### src/rtl/apb_master_arbiter.sv
// rtl/apb_master_arbiter.sv - two-requester round-robin APB master (IDLE/SETUP/ACCESS/DECERR)
//
// Purpose: arbitrates requester 0 (core LSU) and requester 1 (debug/DMA) onto one APB
// master port. Requests to the unmapped slot addr[15:13]==3'b000 are completed locally
// with an error instead of being issued on the bus.
// Optional feature macro: APB_TIMEOUT_EN (abort ACCESS after TIMEOUT_CYC cycles without ready).
//
// Ports:
//   clk, rst                        clock, synchronous active-high reset
//   req{0,1}_valid/wr/addr/wdata    requester command, held until req{0,1}_ack
//   req{0,1}_ack                    one-cycle completion pulse
//   rsp_rdata, rsp_err              response of the last completed transfer
//   busy                            high whenever the FSM is not in IDLE
//   m_addr/m_wr/m_sel/m_enable/m_wdata   APB master outputs (registered)
//   m_ready/m_rdata/m_slverr        APB responses from the interconnect

module apb_master_arbiter #(
    parameter int ADDR_W      = 20,
    parameter int DATA_W      = 32,
    parameter int TIMEOUT_CYC = 255
) (
    input  logic              clk,
    input  logic              rst,
    input  logic              req0_valid,
    input  logic              req0_wr,
    input  logic [ADDR_W-1:0] req0_addr,
    input  logic [DATA_W-1:0] req0_wdata,
    output logic              req0_ack,
    input  logic              req1_valid,
    input  logic              req1_wr,
    input  logic [ADDR_W-1:0] req1_addr,
    input  logic [DATA_W-1:0] req1_wdata,
    output logic              req1_ack,
    output logic [DATA_W-1:0] rsp_rdata,
    output logic              rsp_err,
    output logic              busy,
    output logic [ADDR_W-1:0] m_addr,
    output logic              m_wr,
    output logic              m_sel,
    output logic              m_enable,
    output logic [DATA_W-1:0] m_wdata,
    input  logic              m_ready,
    input  logic [DATA_W-1:0] m_rdata,
    input  logic              m_slverr
);

    typedef enum logic [1:0] {IDLE, SETUP, ACCESS, DECERR} state_t;

    state_t state;
    logic   last_gnt;
    logic   gnt;

`ifdef APB_TIMEOUT_EN
    localparam logic [7:0] TO_LAST = 8'(TIMEOUT_CYC - 1);
    logic [7:0] to_cnt;
`endif

    // Requester 1 wins when it is alone, or on a tie when requester 0 was served last.
    logic              pick1;
    logic [ADDR_W-1:0] win_addr;
    assign pick1    = req1_valid && (!req0_valid || !last_gnt);
    assign win_addr = pick1 ? req1_addr : req0_addr;

    // Completion of the current transfer and the response it produces.
    logic              done;
    logic              done_err;
    logic [DATA_W-1:0] done_rdata;

    always_comb begin
        done       = 1'b0;
        done_err   = 1'b0;
        done_rdata = '0;
        case (state)
            ACCESS: begin
                if (m_ready) begin
                    done       = 1'b1;
                    done_err   = m_slverr;
                    done_rdata = m_wr ? '0 : m_rdata;
                end
`ifdef APB_TIMEOUT_EN
                else if (to_cnt == TO_LAST) begin
                    done     = 1'b1;
                    done_err = 1'b1;
                end
`endif
            end
            DECERR: begin
                done     = 1'b1;
                done_err = 1'b1;
            end
            default: ;
        endcase
    end

    always_ff @(posedge clk) begin
        if (rst) begin
            state     <= IDLE;
            last_gnt  <= 1'b1;
            gnt       <= 1'b0;
            req0_ack  <= 1'b0;
            req1_ack  <= 1'b0;
            rsp_rdata <= '0;
            rsp_err   <= 1'b0;
            busy      <= 1'b0;
            m_addr    <= '0;
            m_wr      <= 1'b0;
            m_sel     <= 1'b0;
            m_enable  <= 1'b0;
            m_wdata   <= '0;
`ifdef APB_TIMEOUT_EN
            to_cnt    <= '0;
`endif
        end else begin
            req0_ack <= 1'b0;
            req1_ack <= 1'b0;
            case (state)
                IDLE: begin
                    if (req0_valid || req1_valid) begin
                        gnt      <= pick1;
                        last_gnt <= pick1;
                        m_addr   <= win_addr;
                        m_wr     <= pick1 ? req1_wr : req0_wr;
                        m_wdata  <= pick1 ? req1_wdata : req0_wdata;
                        busy     <= 1'b1;
                        if (win_addr[15:13] == 3'b000) begin
                            state <= DECERR;
                        end else begin
                            state <= SETUP;
                            m_sel <= 1'b1;
                        end
                    end
                end
                SETUP: begin
                    state    <= ACCESS;
                    m_enable <= 1'b1;
`ifdef APB_TIMEOUT_EN
                    to_cnt   <= '0;
`endif
                end
                ACCESS: begin
`ifdef APB_TIMEOUT_EN
                    if (!m_ready) to_cnt <= to_cnt + 8'd1;
`endif
                end
                default: ;
            endcase
            // Shared completion path for normal, slave-error, decode-error and timeout ends.
            if (done) begin
                state     <= IDLE;
                busy      <= 1'b0;
                m_sel     <= 1'b0;
                m_enable  <= 1'b0;
                rsp_err   <= done_err;
                rsp_rdata <= done_rdata;
                req0_ack  <= !gnt;
                req1_ack  <= gnt;
            end
        end
    end

endmodule

### config.mk
export PLATFORM = sky130hd
export DESIGN_NAME = apb_master_arbiter
export DESIGN_NICKNAME = d
export VERILOG_FILES = /design/src/rtl/apb_master_arbiter.sv
export SDC_FILE = /design/constraint.sdc
export NUM_CORES = 1
export LEC_CHECK = 0
export ABC_CLOCK_PERIOD_IN_PS = 1950
export BUFFER_PORTS_ARGS = -buffer_cell sky130_fd_sc_hd__buf_2
export CORE_AREA = 2 2 100 102
export DETAILED_ROUTE_END_ITERATION = 8
export DIE_AREA = 0 0 102 104
export PLACE_DENSITY_LB_ADDON = 0.25
export SKIP_LAST_GASP = 1
export SLEW_MARGIN = 20
export SYNTH_ARGS = -nofsm -noshare
export SYNTH_HDL_FRONTEND = slang
export SYNTH_SLANG_ARGS = --single-unit
### constraint.sdc
create_clock -name clk -period 1.95 [get_ports clk]
set_clock_uncertainty 0.1 [all_clocks]
set_input_delay 0 -clock clk [delete_from_list [all_inputs] [get_ports clk]]
set_output_delay 0 -clock clk [all_outputs]
set_load 0.1 [all_outputs]
# Word-level counts from Yosys, hierarchy flattened
# Cells that the tools add are included.
# totals
reg_bits	95
latchBits	0
ram_bits	0
mem_bits_ro	0
word_cells	46
n_memories	0
# op_classes
add_sub_neg	0
mul	0
div	0
order_cmp	0
eq_ne	4
shifts	0
muxes	13
bitwise_logic	2
reduce_logical	14
# ops
cell	count
two-way mux 32 bit	4
two-way mux 20 bit	1
== test 2 bit, second input constant	2
two-way mux 2 bit	2
one-hot mux 1 bit (2 select lines)	2
one-hot mux 2 bit (2 select lines)	1
AND reduction 2 bit	2
OR reduction 2 bit	2
logical NOT 1 bit	3
logical NOT 3 bit	1
two-way mux 1 bit	3
AND reduction 3 bit	1
== test 2 x 1 -> 1 bit, second input constant	1
logical NOT 2 bit	1
logical OR 1 bit	2
!= test 2 bit, second input constant	1
NOT 1 bit	2
nonzero test 2 bit	1
logical AND 1 bit	1

# Logic depth before layout (Yosys ltp)
# Gate-level depths: netlist (run 1).
# logic_depth
ltp_word	8
depth_mapped	5
mapped_depth_nobuf	4

# Worst setup path before layout (run 1)
# Ideal clock, no wire load.
# synth_timing
path_kind	reg-to-reg
from	reg m_wr
to	reg rsp_rdata[10]
setup_ps	118
arrival_ps	1494
required_time_ps	1732
setup_slack_ps	239
path_stages_with_launch	4
period_less_slack_ps	1711
path_cell_list	dfxtp_1 nor3_2 buf_2 a22o_1
# synth_via
elab_chain_cells	3
# synth_rtl
item	line	rtl
start, declared	38	output logic m_wr,
start signal, assigned	122	m_wr <= pick1 ? req1_wr : req0_wr;
two-way mux 32 bit	78	done_rdata = m_wr ? '0 : m_rdata;
two-way mux 32 bit	75	if (m_ready) begin
two-way mux 32 bit	73	case (state)
end signal, assigned	154	rsp_rdata <= done_rdata;
end, declared	34	output logic [DATA_W-1:0] rsp_rdata,
# No other way between the ends.
# A chain may end at the register's enable or synchronous reset.

# Worst setup path after layout (run 1)
# layout_timing
from	reg last_gnt
to	reg m_wdata[20]
# layout_via
elab_chain_cells	4
# layout_rtl
item	line	rtl
start, declared	50	logic last_gnt;
start signal, assigned	120	last_gnt <= pick1;
logical NOT 1 bit	61	assign pick1 = req1_valid && (!req0_valid || !last_gnt);
logical OR 1 bit	61	
logical AND 1 bit	61	
two-way mux 32 bit	123	m_wdata <= pick1 ? req1_wdata : req0_wdata;
end signal, assigned	123	
end, declared	41	output logic [DATA_W-1:0] m_wdata,
# No other way between the ends.

==> metrics, run 1 <==
outcome finished clean; wire per inst 17.5 µm; slew at the pin closest to its max-slew limit 0.531 ns; Clock Tree Root clkbuf_8; synthesized area 4100 µm²; antenna-violating nets left 0; Die Wd 102 µm; max_cap viols 0; Final min period 1.86 ns; peak fanout along the critical path 9; average via count per standard cell 5.17; critical path launch point type flop; Core Area 9550 µm²; CTS H-tree depth 3; TNS Setup 0 ns; Crit. Startpoint last_gnt; DRC viols 0; top-count cell post-synth dfxtp_1; Hold Crit Class primary input to flop; Post-Synth XOR/XNOR Area 0%; Seq/Total Area, Yosys 46.4%; Post-Syn Area per Cell 11.5 µm²; first-pass GRT wire length 22600 µm; Initial Util 42.9%; EDFF count, synth 0; Clk Latency, worst-skew pair 0.35 ns; total power 0.00628 W; FMAX 537 MHz; Worst Path Buf+Inv 2; GRT Total Usage 27.0%; Synth top area share 46.4%; Nets 874; Setup Crit Path Kind flop to flop; Synth Instances 355; WHS 0.0171 ns; CTS Buffer Depth 2; Synthesized Nets 499; P per Cell Area 891 nW/µm²; Final Hold Fails 0; Period Utilization, post-route 95.4%; # rows 36; Placer Congestion 0.739; Post-Layout Cell Count 867; Worst path top cell family by delay buffers and inverters; Critical Path AT 1.98 ns; largest net degree at the start of global routing 58; area delta synth->final 72.0%; IO buf count 234; worst vdd ir 0.510 mV; cts bufs inserted 9; Placed Cells 699; YS warnings 0; Adder-Cell Fraction of Synth Area 0%; top post-synthesis cells by area dfxtp_1 46%, a211oi_2 15%, mux2i_1 13%; total wire length 15200 µm; DR vias 4482; Setup-failing EPs final 0; compound-cell area share of the yosys netlist 31.2%; r2r startpoint last_gnt; DP Wirelength 8010 µm; leakage 3.23 nW; leading area contributor after synthesis dfxtp_1; DR pass1 iterations 4; largest family of logic cells by synthesized area compound AO/OA/AOI/OAI gates; Synth async-reset ratio 0%; initial antenna violation count 0; CP Capture Type flop; Synth cell types 27; CP max stage cell dlygate4sd3_1; Starting DRT DRC Count 178; Overflow after GRT 0; Slew headroom 64.8%; die height 104 µm; prevailing post-synth register cell dfxtp_1; io pins 235; Synth Area in Simple Gates 2.63%; HP Start req0_valid; CTS tree yes; clk slew on worst S/H paths 0.09 ns; Yosys reg bits 95; # clock sinks 95; vias in the first global route 4732; Ant. Diodes 0; Synth top cells by count 95 x dfxtp_1, 56 x a21oi_1, 54 x mux2i_1, 49 x a211oi_2, 33 x a22o_1; Die Area 10600 µm²; required time worst endpoint 2.07 ns; sequence of cells on the critical path a21boi_4 > buf_12 > mux2i_2 > dlygate4sd3_1 > a211oi_2; share of layout cells above drive strength 1 44.6%; CP peak stage delay 0.59 ns; max-slew violations 0; post-synthesis mux area share 13.2%
[worst reg2reg max path, delay by kind of cell, from the launching register on]
family	cells	cell delay, ns
buffers and inverters	2	0.77
DFF	1	0.35
AOI/OAI and AO/OA	2	0.29
muxes	1	0.22
[flip-flops by register name (all words and copies together) (netlist names), 2 cells and up]
register   count
m_wdata       32
rsp_rdata     32
m_addr        20
state          2
[power breakdown]
group          internal (W)  switching (W)  leakage, nW
Clock              0.000581       0.000672       0.0871
Combinational      0.000776        0.00200         2.36
Sequential          0.00213       0.000111        0.782
Total               0.00349        0.00279         3.23
[stage by stage]
step                      util (%)  setup WS (ns)  area [µm²]
final                         73.8         0.0892        7050
after detailed placement      55.7          0.417        5320
after CTS                     72.6         0.0485        6930
after floorplan                  -          0.239        4100
after global routing          73.8       -0.00686        7050
after global placement        55.7          0.472        5320
[path summary, 6_finish.rpt]
kind	end	slack [ns]	cells after the start
max	m_wdata[20]	0.09	5
min	gnt	0.02	4
max reg2reg	m_wdata[20]	0.09	5
min reg2reg	req0_ack	0.35	1
[per-layer routing]
metal | wire [µm] | vias to the layer above | global-route usage, %
li1 | - | 2093 | -
met1 | 5710 | 2074 | 27.8
met2 | 7480 | 239 | 46.5
met3 | 1070 | 76 | 6.99
met4 | 898 | 0 | 18.8
met5 | 0 | - | 0
[cells in the final DEF, fill, tap and decap left out, types with 3 or more instances in the layout]
| cell type | instances |
|---|---|
| clkbuf_8 | 9 |
| nor2_1 | 4 |
| o21a_1 | 3 |
| dlygate4sd3_1 | 143 |
| buf_12 | 3 |
| a211oi_1 | 4 |
| dfxtp_1 | 95 |
| clkinvlp_4 | 3 |
| buf_4 | 18 |
| mux2i_1 | 53 |
| a211oi_2 | 49 |
| a22o_1 | 33 |
| buf_2 | 233 |
| a21oi_1 | 56 |
[final cells by class]
| class | count | area, µm² |
|---|---|---|
| sequential | 95 | 1900 |
| clock buffer | 9 | 124 |
| tap | 133 | 166 |
| inverter | 2 | 7.51 |
| clock inverter | 6 | 62.6 |
| multi-input combinational | 223 | 1940 |
| fill | 687 | 2500 |
| timing repair buffer | 399 | 2840 |
[what timing repair did]
| item | CTS | global route |
|---|---|---|
| hold endpoints to repair | 90 | 0 |
| hold buffers | 143 | 0 |
| buffers inserted | 0 | 8 |
| gates resized for setup | 0 | 1 |
| setup endpoints to repair | 0 | 8 |
[cells by family (layout without fill, tap and decap cells)]
kind of cell    Yosys count  after routing
compound gates          150            150
mux                      54             54
flops                    95             95
buf+inv                  37            416
simple gates             19             19
Power figures use the tool's default switching activity.
==> inputs of run 2 (changes only) <==
--- a/config.mk
+++ b/config.mk
@@ -5,13 +5,13 @@
 export SDC_FILE = /design/constraint.sdc
 export NUM_CORES = 1
 export LEC_CHECK = 0
-export ABC_CLOCK_PERIOD_IN_PS = 1950
+export ABC_CLOCK_PERIOD_IN_PS = 1700
 export BUFFER_PORTS_ARGS = -buffer_cell sky130_fd_sc_hd__buf_2
-export CORE_AREA = 2 2 100 102
+export CORE_AREA = 2 2 105 107
+export CTS_CLUSTER_DIAMETER = 80
 export DETAILED_ROUTE_END_ITERATION = 8
-export DIE_AREA = 0 0 102 104
+export DIE_AREA = 0 0 107 109
 export PLACE_DENSITY_LB_ADDON = 0.25
-export SKIP_LAST_GASP = 1
 export SLEW_MARGIN = 20
 export SYNTH_ARGS = -nofsm -noshare
 export SYNTH_HDL_FRONTEND = slang
==> constraint.sdc (replaced) <==
create_clock -name clk -period 1.7 [get_ports clk]
set_clock_uncertainty 0.1 [all_clocks]
set_input_delay 0 -clock clk [delete_from_list [all_inputs] [get_ports clk]]
set_output_delay 0 -clock clk [all_outputs]
set_load 0.1 [all_outputs]
==> metrics, run 2 (synthesis results as in run 1) <==
outcome finished clean; DRC viols 0 (unchanged); Starting DRT DRC Count 227 (+28%); peak fanout along the critical path 6 (-3); Hold Crit Class primary input to flop; share of layout cells above drive strength 1 44.1% (-0.41 points); cts bufs inserted 9 (unchanged); max_cap viols 0 (unchanged); Nets 864 (-1.1%); Setup-failing EPs final 0 (unchanged); slew at the pin closest to its max-slew limit 0.522 ns (-0.00930 ns); first-pass GRT wire length 21000 µm (-7.0%); Period Utilization, post-route 92.9% (-2.5 points); # rows 38 (+5.6%); wire per inst 16.2 µm (-7.5%); DP Wirelength 7790 µm (-2.7%); FMAX 633 MHz (+18%); total wire length 14000 µm (-7.7%); required time worst endpoint 1.84 ns (-0.23 ns); average via count per standard cell 5.03 (-2.7%); antenna-violating nets left 0 (unchanged); largest registers m_wdata (32), rsp_rdata (32), m_addr (20); CTS H-tree depth 3 (unchanged); Placer Congestion 0.705 (-4.7%); initial antenna violation count 0 (unchanged); CTS Buffer Depth 2 (unchanged); CP Capture Type flop; Die Area 11700 µm² (+9.9%); DR pass1 iterations 4 (unchanged); WHS 0.290 ns (+0.273 ns); Clock Tree Root clkbuf_8; leakage 3.18 nW (-1.6%); RSZ-0062 raised after global routing no; Final Hold Fails 0 (unchanged); Overflow after GRT 0 (unchanged); area delta synth->final 70.3%; Die Wd 107 µm (+4.9%); vias in the first global route 4457 (-5.8%); commonest non-fill, non-tap cell in the layout buf_2; CTS tree yes; TNS Setup 0 ns (unchanged); Clk Latency, worst-skew pair 0.35 ns (about the same); die height 109 µm (+4.8%); GRT Total Usage 22.8% (-4.2 points); io pins 235 (unchanged); Slew headroom 65.4% (+0.62 points); max-slew violations 0 (unchanged); Setup Crit Path Kind flop to flop; Final min period 1.58 ns (-0.281 ns); IO buf count 234 (unchanged); Ant. Diodes 0 (unchanged); Critical Path AT 1.72 ns (-0.26 ns); P per Cell Area 1020 nW/µm² (+15%); top library cells by usage in the layout, fill and taps aside 233 x buf_2, 143 x dlygate4sd3_1, 92 x dfxtp_1; Initial Util 38.6% (-4.3 points); critical path launch point type flop; post-CTS setup buffer count 0 (unchanged); clk slew on worst S/H paths 0.10 ns (about the same); Core Area 10600 µm² (+11%); worst vdd ir 0.542 mV (+6.4%); DR vias 4350 (-2.9%); # fillers 759 (+10%); # clock sinks 95 (unchanged); largest net degree at the start of global routing 40 (-31%)
-- run 2: cell count changes in the layout (fill, tap and decap cells not counted), moves of 2 or more --
cell,delta
clkbuf_16,-2
clkinv_2,-2
buf_12,+2
buf_4,-10
clkbuf_8,+2
dfxtp_2,+3
dfxtp_1,-3
-- run 2: per-stage QoR --
step           instance area, µm²  setup WS, ns  utilization (%)  total power (W)  std cells
2_1_floorplan                4100         0.283                -          0.00493        355
4_1_cts                      6970        0.0995             65.8          0.00715        865
5_1_grt                      6980        0.0532             65.8          0.00742        865
6_report                     6980         0.120             65.8          0.00714        865
3_3_place_gp                 5350         0.286             50.5          0.00543        706
3_5_place_dp                 5350         0.253             50.5          0.00547        706
-- run 2: final cells by class --
type                       count  area [µm²]  area share, %
clock buffer                  11         151           2.17
clock inverter                 5        40.0          0.574
inverter                       2        7.51          0.108
multi-input combinational    223        1940           27.8
sequential                    95        1910           27.3
tap                          140         175           2.51
timing repair buffer         389        2760           39.5
-- run 2: worst max-delay path, stage by stage (launching register included) --
cell	delay (ns)
dfxtp_2	0.36
o21a_1	0.24
o22ai_1	0.16
nor2_1	0.06
dlygate4sd3_1	0.55
-- run 2: layer usage --
layer / track usage [%] / up-vias / share of wire (%)
met2: 42.3 / 206 / 50
met4: 11.5 / 0 / 4.0
met5: 0 / - / 0
li1: - / 2079 / -
met3: 5.38 / 52 / 6.5
met1: 24.1 / 2013 / 39
-- run 2: power by group --
group | switching, W | internal, W | leakage [nW]
combinational | 0.00227 | 0.000859 | 2.31
sequential | 0.000127 | 0.00245 | 0.783
clock | 0.000815 | 0.000620 | 0.0882
total | 0.00321 | 0.00393 | 3.18
-- run 2: what timing repair did --
item,in CTS,in global routing
endpoints found under the setup margin,0,1
hold buffers,143,0
hold endpoints to repair,94,0
resized for setup,0,2
-- run 2: path summary, 6_finish.rpt --
check	startpoint	endpoint	slack [ns]	cells after the start
worst max-delay path	state[0]	rsp_err	0.12	4
worst min-delay path	m_rdata[4]	rsp_rdata[4]	0.29	3
worst max register to register	state[0]	rsp_err	0.12	4
worst min register to register	gnt	req0_ack	0.35	1
==> inputs of run 3 (changes only) <==
==> constraint.sdc (replaced) <==
create_clock -name clk -period 1.7 [get_ports clk]
set_clock_uncertainty 0.1 [all_clocks]
set_input_delay 0.17 -clock clk [delete_from_list [all_inputs] [get_ports clk]]
set_output_delay 0.17 -clock clk [all_outputs]
set_load 0.1 [all_outputs]
==> metrics, run 3 (synthesis results as in run 1) <==
initial antenna violation count 0 (unchanged); top library cells by usage in the layout, fill and taps aside 233 x buf_2, 92 x dfxtp_1, 56 x a21oi_1; Clk Latency, worst-skew pair 0.35 ns (about the same); clock share of power 21.3% (+1.2 points); Overflow after GRT 0 (unchanged); max_cap viols 0 (unchanged); Ant. Diodes 0 (unchanged); Psw 0.00312 W (-2.7%); Hold Crit Class primary input to flop; worst vdd ir 0.581 mV (+7.1%); DR vias 3766 (-13%); Nets 754 (-13%); outcome finished clean; Clock Tree Root clkbuf_8; Period Utilization, post-route 93.2% (+0.33 points); largest net degree at the start of global routing 48 (+20%); leakage 2.73 nW (-14%); IO buf count 234 (unchanged); Die Area 11700 µm² (unchanged); # rows 38 (unchanged); pre-CTS setup slack 0.216 ns (-0.0369 ns); slack of the critical path 0.115 ns (-0.00561 ns); Initial Util 38.6% (unchanged); peak fanout along the critical path 6 (unchanged); CP Capture Type flop; CTS tree yes; Core Area 10600 µm² (unchanged); P per Cell Area 1180 nW/µm² (+15%); FMAX 631 MHz (-0.35%); clk slew on worst S/H paths 0.10 ns (about the same); critical path launch point type flop; share of layout cells above drive strength 1 51.7% (+7.6 points); # clock sinks 95 (unchanged); Starting DRT DRC Count 86 (-62%); commonest non-fill, non-tap cell in the layout buf_2; Critical Path AT 1.72 ns (about the same); slew at the pin closest to its max-slew limit 0.512 ns (-0.00993 ns); CP peak stage delay 0.54 ns (about the same); DP Wirelength 7790 µm (about the same); Final Core Density 55.6% (-10 points); die height 109 µm (unchanged); io pins 235 (unchanged); wire per inst 15.1 µm (-6.9%); Placer Congestion 0.713 (+1.2%); RSZ-0062 raised after global routing no; vias in the first global route 3702 (-17%); Flop pwr share 37.0% (+0.9 points); Internal Pwr Total 0.00384 W (-2.3%); average via count per standard cell 4.99 (-0.81%); post-CTS setup buffer count 0 (unchanged); Setup Crit Path Kind flop to flop; logic gate share of total power 41.7% (-2.1 points); Die Wd 107 µm (unchanged); WHS 0.0718 ns (-0.218 ns); CTS H-tree depth 3 (unchanged); DR pass1 iterations 7 (+3); Switching Share 44.8% (-0.11 points); antenna-violating nets left 0 (unchanged); CTS Buffer Depth 2 (unchanged); sequence of cells on the critical path o21a_1 > o22ai_1 > nor2_1 > dlygate4sd3_1; DRC viols 0 (unchanged); TNS Setup 0 ns (unchanged); cts bufs inserted 9 (unchanged); first-pass GRT wire length 17400 µm (-17%); Final Hold Fails 0 (unchanged); GRT Total Usage 18.6% (-4.2 points); Slew headroom 66.1% (+0.66 points); max-slew violations 0 (unchanged); CP max stage cell dlygate4sd3_1; # fillers 921 (+21%); required time worst endpoint 1.83 ns (about the same); Final min period 1.59 ns (+0.00561 ns); total wire length 11400 µm (-19%); Setup-failing EPs final 0 (unchanged); area delta synth->final 43.9%; largest registers m_wdata (32), rsp_rdata (32), m_addr (20)
[run 3: cell types whose count changed in the layout (fill, tap and decap cells not counted)]
cell / previous run / this run
inv_6: 1 / 2
buf_12: 5 / 6
clkbuf_8: 11 / 9
clkinv_4: 1 / 0
bufinv_16: 0 / 1
buf_4: 8 / 6
clkbuf_1: 0 / 1
dlygate4sd3_1: 143 / 34
clkinv_2: 0 / 1
clkinvlp_4: 3 / 2
[run 3: per-stage QoR]
stage | cells | area [µm²] | total power [W]
floorplan | 355 | 4100 | 0.00493
global placement | 705 | 5360 | 0.00544
detailed placement | 705 | 5360 | 0.00548
CTS | 755 | 5890 | 0.00702
global route | 755 | 5890 | 0.00726
finish | 755 | 5890 | 0.00696
[run 3: cell type report]
cell class	instances	area [µm²]	share of cell area, %
clock inverters	6	67.6	1.15
multi-input cells	223	1940	32.9
inverters	2	7.51	0.127
repair buffers	279	1670	28.4
flip-flops and latches	95	1910	32.3
clock buffers	10	128	2.17
well taps	140	175	2.97
[run 3: power by group through the flow]
stage | clock, W | combinational (W) | sequential [W]
floorplan | 0 | 0.000803 | 0.00413
CTS | 0.00153 | 0.00292 | 0.00257
detailed placement | 0 | 0.00286 | 0.00262
global placement | 0 | 0.00282 | 0.00262
global route | 0.00163 | 0.00304 | 0.00260
finish | 0.00148 | 0.00290 | 0.00257
[run 3: what timing repair did]
item / CTS / global route
setup endpoints to repair: 0 / 1
hold buffers: 34 / 0
gates resized for setup: 0 / 2
endpoints found under the hold margin: 33 / 0
[run 3: metal layers]
layer / global-route usage, % / vias to the layer above / wire, µm
met5: 0 / - / 0
met4: 4.73 / 0 / 71
met3: 5.02 / 5 / 817
met2: 34.3 / 148 / 5830
met1: 21.4 / 1758 / 4650
li1: - / 1855 / -
[run 3: worst paths after layout]
kind | start | to | slack, ns | cells past startpoint
worst max-delay path | state[0] | rsp_err | 0.11 | 4
worst max register to register | state[0] | rsp_err | 0.11 | 4
worst min-delay path | req1_valid | last_gnt | 0.07 | 3
worst min register to register | gnt | req0_ack | 0.34 | 1
[run 3: worst max-delay path: cells and delay by family, from the launching register on]
family	cells	cell delay, ns
buf+inv	1	0.54
compound gates	2	0.42
flops	1	0.37
simple gates	1	0.05
